**config.mk**
```make
export PLATFORM = sky130hd
export DESIGN_NAME = coin_sampler_flat
export DESIGN_NICKNAME = d
export VERILOG_FILES = /design/src/rtl/coin_sampler_if.sv /design/src/rtl/coin_sampler.sv /design/src/flat_wrapper.sv
export SDC_FILE = /design/constraint.sdc
export NUM_CORES = 1
export LEC_CHECK = 0
export ABC_AREA = 0
export CAP_MARGIN = 20
export CORE_ASPECT_RATIO = 0.9
export CORE_MARGIN = 3
export CORE_UTILIZATION = 25
export CTS_BUF_LIST = sky130_fd_sc_hd__clkbuf_4
export DETAILED_ROUTE_END_ITERATION = 10
export DONT_BUFFER_PORTS = 1
export GPL_TIMING_DRIVEN = 0
export RECOVER_POWER = 100
export SLEW_MARGIN = 10
export SYNTH_ARGS = -nofsm -noshare
export SYNTH_HDL_FRONTEND = slang
export SYNTH_SLANG_ARGS = --single-unit
```
**constraint.sdc**
```tcl
create_clock -name clk -period 5.7 [get_ports clk]
set_input_delay 0 -clock clk [delete_from_list [all_inputs] [get_ports clk]]
set_output_delay 0 -clock clk [all_outputs]
set_load 0.05 [all_outputs]
```
**src/rtl/coin_sampler_if.sv**
```systemverilog
// Coin-slot sensor inputs and conditioned coin code outputs.
// No backpressure: the consumer samples coin on every edge.
interface coin_sampler_if;
   logic       key_half_n;
   logic       key_one_n;
   logic [1:0] coin;
   logic [7:0] coin_cnt;

   modport master (output key_half_n, output key_one_n, input coin, input coin_cnt);
   modport slave  (input key_half_n, input key_one_n, output coin, output coin_cnt);
endinterface

```
**src/rtl/coin_sampler.sv**
```systemverilog
// Sync + debounce two coin sensors into serialised one-cycle coin codes; latency 3+CNT_MAX edges.
// No backpressure: simultaneous coins are queued one deep per channel and emitted back to back.
module coin_sampler #(
   parameter int CNT_MAX = 1_000_000,
   parameter int CNT_W   = 20
) (
   input  logic           clk,
   input  logic           rst,
   coin_sampler_if.slave  bus
);
   localparam logic [CNT_W-1:0] CNT_LAST = CNT_W'(CNT_MAX - 1);

   // Channel index 0 = half yuan, 1 = one yuan.
   logic [1:0]       raw;
   logic [1:0]       s1;
   logic [1:0]       s2;
   logic [1:0]       stable;
   logic [1:0]       stable_d;
   logic [1:0]       press;
   logic [CNT_W-1:0] dbc_cnt [2];

   logic [1:0]       coin_q;
   logic [1:0]       coin_nxt;
   logic [7:0]       coin_cnt_q;
   logic             pend_one;
   logic             pend_one_nxt;
   logic             pend_half;
   logic             pend_half_nxt;

   assign raw = {bus.key_one_n, bus.key_half_n};

   always_ff @(posedge clk) begin
      if (rst) begin
         s1         <= 2'b11;
         s2         <= 2'b11;
         stable     <= 2'b11;
         stable_d   <= 2'b11;
         dbc_cnt[0] <= '0;
         dbc_cnt[1] <= '0;
      end else begin
         s1       <= raw;
         s2       <= s1;
         stable_d <= stable;
         for (int i = 0; i < 2; i++) begin
            if (s2[i] == stable[i]) begin
               dbc_cnt[i] <= '0;
            end else if (dbc_cnt[i] == CNT_LAST) begin
               stable[i]  <= s2[i];
               dbc_cnt[i] <= '0;
            end else begin
               dbc_cnt[i] <= dbc_cnt[i] + 1'b1;
            end
         end
      end
   end

   // Only the falling edge of the debounced level is a coin.
   assign press = stable_d & ~stable;

   always_comb begin
      coin_nxt      = 2'd0;
      pend_one_nxt  = pend_one;
      pend_half_nxt = pend_half;
      if (pend_one) begin
         coin_nxt     = 2'd2;
         pend_one_nxt = 1'b0;
         if (press[0]) pend_half_nxt = 1'b1;
      end else if (pend_half) begin
         coin_nxt      = 2'd1;
         pend_half_nxt = press[0];
         if (press[1]) pend_one_nxt = 1'b1;
      end else if (press[0] && press[1]) begin
         coin_nxt     = 2'd1;
         pend_one_nxt = 1'b1;
      end else if (press[0]) begin
         coin_nxt = 2'd1;
      end else if (press[1]) begin
         coin_nxt = 2'd2;
      end
   end

   always_ff @(posedge clk) begin
      if (rst) begin
         coin_q     <= 2'd0;
         coin_cnt_q <= 8'd0;
         pend_one   <= 1'b0;
         pend_half  <= 1'b0;
      end else begin
         coin_q    <= coin_nxt;
         pend_one  <= pend_one_nxt;
         pend_half <= pend_half_nxt;
         if (coin_nxt != 2'd0) coin_cnt_q <= coin_cnt_q + 8'd1;
      end
   end

   assign bus.coin     = coin_q;
   assign bus.coin_cnt = coin_cnt_q;
endmodule

```
**src/flat_wrapper.sv**
```systemverilog
// flat-port wrapper written by rule: the top's interface ports become plain ports
module coin_sampler_flat 
#(
   parameter int CNT_MAX = 1_000_000,
   parameter int CNT_W   = 20
)
  (clk, rst, bus_key_half_n, bus_key_one_n, bus_coin, bus_coin_cnt);
  coin_sampler_if bus_i ();
  input  logic clk;
  input  logic rst;
  input wire logic [$bits(bus_i.key_half_n)-1:0] bus_key_half_n;
  input wire logic [$bits(bus_i.key_one_n)-1:0] bus_key_one_n;
  output wire logic [$bits(bus_i.coin)-1:0] bus_coin;
  output wire logic [$bits(bus_i.coin_cnt)-1:0] bus_coin_cnt;
  assign bus_i.key_half_n = bus_key_half_n;
  assign bus_i.key_one_n = bus_key_one_n;
  assign bus_coin = bus_i.coin;
  assign bus_coin_cnt = bus_i.coin_cnt;
  coin_sampler #(.CNT_MAX(CNT_MAX), .CNT_W(CNT_W)) u_core (.clk(clk), .rst(rst), .bus(bus_i));
endmodule
```
==> flow_metrics.env <==
export IMPL_rows=36
export IMPL_clock_fmax_mhz=307
export IMPL_netlist_instances=288
export IMPL_cp_max_fo=10
export IMPL_pwr_share_comb_pct=4.0
export IMPL_cts_tree="yes"
export IMPL_dr_first_iter_drc_count=88
export IMPL_syn_to_final_growth_pct=15.3
export IMPL_syn_avg_cell_area_um2=10.2
export IMPL_die_x_um=120
export IMPL_crit_top_cell="or4_1"
export IMPL_period_minus_slack_ns=3.25
export IMPL_synth_edff_count=40
export IMPL_routedWlPerCell_um=10.3
export IMPL_clkTransAtPathRegs_ns=0.10
export IMPL_slowest_delay_ns=0.93
export IMPL_status="finished, final reports clean"
export IMPL_swShare_pct=22.9
export IMPL_antenna_cells=0
export IMPL_rsz0062_at_grt="false"
export IMPL_port_buffer_count=0
export IMPL_cts_htree_levels=3
export IMPL_finalSetupViolCount=0
export IMPL_wl_um=5140
export IMPL_setup_slack_ns=2.45
export IMPL_critical_path_startpoint="u_core.dbc_cnt[1][15]$_SDFFCE_PN0P_"
export IMPL_rr_worst_depth=5
export IMPL_hold_path_class="in2reg"
export IMPL_globalRouteOverflowTotal=0
export IMPL_final_cell_area_mm2=0.00338
export IMPL_end_kind="flop"
export IMPL_core_area_mm2=0.0111
export IMPL_min_from="rst"
export IMPL_worstPathArrival_ns=3.39
export IMPL_worst_pin_slew_ns=1.15
export IMPL_grt_pass1_vias=2071
export IMPL_synth_distinct_cells=38
export IMPL_dp_slack_ns=3.15
export IMPL_p_sw_mw=0.175
export IMPL_viasPerCell=4.29
export IMPL_grt_pass1_wl_um=9140
export IMPL_ys_flop_type="edfxtp_1"
export IMPL_numClockSinks=60
export IMPL_placed_area_mm2=0.00327
export IMPL_crit_type="reg2reg"
export IMPL_worst_ep_required_time_ns=5.84
export IMPL_hpwl_um=3690
export IMPL_rrSetupSlack_ns=2.45
export IMPL_synthArstFlopShare_pct=0
export IMPL_reg2reg_from="u_core.dbc_cnt[1][15]$_SDFFCE_PN0P_"
export IMPL_first_pass_iters=4
export IMPL_hold_viol=0
export IMPL_crit_family="simple AND/OR/NAND/NOR gates"
export IMPL_power_internal_mw=0.589
export IMPL_clock_path_buffers=2
export IMPL_gp_congestion=0.761
export IMPL_skew_ns=0.0131
export IMPL_drv_cap=0
export IMPL_grt_total_usage_pct=8.58
export IMPL_fin_setup_tns_ns=0
export IMPL_power_density_mw_per_mm2=226
export IMPL_synth_top_area_share_pct=41.0
export IMPL_cp_num_buf_inv=1
export IMPL_ys_ff_latch=60
export IMPL_whs_path_depth=2
export IMPL_start_kind="flop"
export IMPL_fp_dieH_um=109
export IMPL_crit_slowest_cell="o21ai_0"
export IMPL_cts_root_buf="clkbuf_4"
export IMPL_crit_chain="or4_1, or4_1, o21ai_0, clkbuf_1, nor2_1"
export IMPL_total_power_mw=0.764
export IMPL_worst_r2r_endpoint="u_core.dbc_cnt[1][5]$_SDFFCE_PN0P_"
export IMPL_detail_route_antenna_nets=0
export IMPL_synth_largest_area_cell="edfxtp_1"
export IMPL_clockPowerShare_pct=31.9
export IMPL_drc=0
export IMPL_io_pins=14
export IMPL_holdPathEnd="u_core.bus.coin[0]$_SDFF_PP0_"
export IMPL_dieArea_mm2=0.0131
export IMPL_relSlewSlack_pct=22.3
export IMPL_synth_area_top_cells="edfxtp_1 (41%), dfxtp_1 (14%), xnor2_1 (6.3%)"
export IMPL_grt_start_max_net_pins=11
export IMPL_yosysWarnings=0
export IMPL_fin_crit_sh_pct=57.1
export IMPL_ys_seq_area_share_pct=54.6
export IMPL_finalMaxSlewViolations=0
export IMPL_vias=2134
export IMPL_leakage_nw=1.10
export IMPL_clk_latency_ns=0.39
export IMPL_nets=348
export IMPL_antenna_found_initial=0
export IMPL_power_frac_seq_pct=64.1
export IMPL_cts_buffers=9
export IMPL_vdd_drop_max_uv=91.7
export IMPL_start_util_pct=26.4
export IMPL_drive_above_1_share_pct=6.65
export IMPL_syn_area_mm2=0.00293
## cells in the mapped netlist (2+ instances only)
cell type	n
inv_1	12
xnor2_1	21
clkbuf_1	4
or2_2	7
nor2b_1	3
xor2_1	7
nor3_1	10
o31ai_1	3
buf_2	2
o21ai_0	14
nand2_1	14
o21a_1	2
or3_1	11
ha_1	3
nor2_1	40
a21oi_1	19
dfxtp_1	20
edfxtp_1	40
nand3_1	13
nor4_1	5
and3_1	2
or4_1	10
nand4_1	9
and2_1	2
o41ai_1	2
## power by group through the flow
stage          combinational [mW]  clock (mW)  sequential (mW)
3_3_place_gp               0.0282           0            0.499
6_report                   0.0304       0.244            0.490
4_1_cts                    0.0307       0.255            0.490
3_5_place_dp               0.0285           0            0.500
2_1_floorplan              0.0247           0            0.496
5_1_grt                    0.0364       0.270            0.492
## per-layer routing
layer / track usage (%) / wire length (um)
met5: 0 / 0
met4: 4.91 / 136
met3: 1.82 / 189
met2: 13.6 / 2210
met1: 10.9 / 2600
## layout by cell type, fill, tap and decap left out, types with 2 or more instances in the layout
cell / netlist / routed
nor2b_1: 3 / 3
a21oi_1: 19 / 19
ha_1: 3 / 3
or2_2: 7 / 7
xor2_1: 7 / 7
conb_1: 1 / 40
nor3_1: 10 / 10
edfxtp_1: 40 / 40
clkbuf_1: 4 / 6
nor2_1: 40 / 40
dfxtp_1: 20 / 20
o21a_1: 2 / 2
o31ai_1: 3 / 3
inv_1: 12 / 12
nand4_1: 9 / 9
or3_1: 11 / 11
xnor2_1: 21 / 21
and3_1: 2 / 2
nor4_1: 5 / 5
or4_1: 10 / 11
clkinv_1: 0 / 3
nand3_1: 13 / 13
clkbuf_4: 0 / 12
o41ai_1: 2 / 2
dlygate4sd3_1: 0 / 3
o21ai_0: 14 / 16
nand2_1: 14 / 14
## worst register-to-register path, stage by stage, from the launching register on
cell and delay (ns):
edfxtp_1 0.44, or4_1 0.52, or4_1 0.58, o21ai_0 0.93, clkbuf_1 0.43, nor2_1 0.10
## flip-flops by register name, summed over array words and instances (netlist names)
signal and flops:
u_core.stable_d 2, u_core.bus.coin 2, u_core.pend_half 1, u_core.bus.coin_cnt 8
u_core.stable 2, u_core.s1 2, u_core.pend_one 1, u_core.s2 2
u_core.dbc_cnt 40
## cell families (layout without fill, tap and decap cells)
| family | count (synthesis) | in the layout | synth area share, % |
|---|---|---|---|
| AND/OR/NAND/NOR | 133 | 133 | 24.0 |
| other | 1 | 40 | 0.128 |
| multiplexers | 1 | 1 | 0.341 |
| buffers and inverters | 19 | 38 | 2.64 |
| adder cells (fa/ha/maj) | 3 | 3 | 1.28 |
| flip-flops | 60 | 60 | 54.6 |
| XOR/XNOR | 28 | 28 | 8.36 |
| AO/OA/AOI/OAI | 43 | 43 | 8.66 |
## cell type report
class                      count  area [um2]
buffer                         7        27.5
fill                        1181        7740
inverter                      12        45.0
clock inverter                 4        16.3
clock buffer                  12        90.1
sequential                    60        1600
tap                          152         190
timing repair buffer           3        30.0
multi-input combinational    248        1380
## worst max-delay path by stage
stage	to	slack, ns	cells after the start
floorplan	u_core.dbc_cnt[0][10]$_SDFFCE_PN0P_	3.51	6
global placement	u_core.dbc_cnt[0][14]$_SDFFCE_PN0P_	3.15	6
detailed placement	u_core.dbc_cnt[0][11]$_SDFFCE_PN0P_	3.15	6
CTS	u_core.dbc_cnt[0][11]$_SDFFCE_PN0P_	3.13	6
global route	u_core.dbc_cnt[1][5]$_SDFFCE_PN0P_	2.16	5
finish	u_core.dbc_cnt[1][5]$_SDFFCE_PN0P_	2.45	5
## through the flow
stage / utilization (%) / hold slack, ns / std cells
after CTS: 30.6 / 0.00918 / 498
after global routing: 30.4 / 0.148 / 498
after floorplan: - / 0.104 / 327
after detailed placement: 29.4 / 0.106 / 479
after global placement: 29.4 / 0.106 / 479
final: 30.4 / 0.0820 / 498
## repair_timing
item / in CTS / in global routing
gates resized for setup: 0 / 0
hold buffers: 3 / 0
endpoints found under the hold margin: 13 / 0
buffers inserted: 0 / 0
No activity file was read; power rests on OpenSTA's default activity.
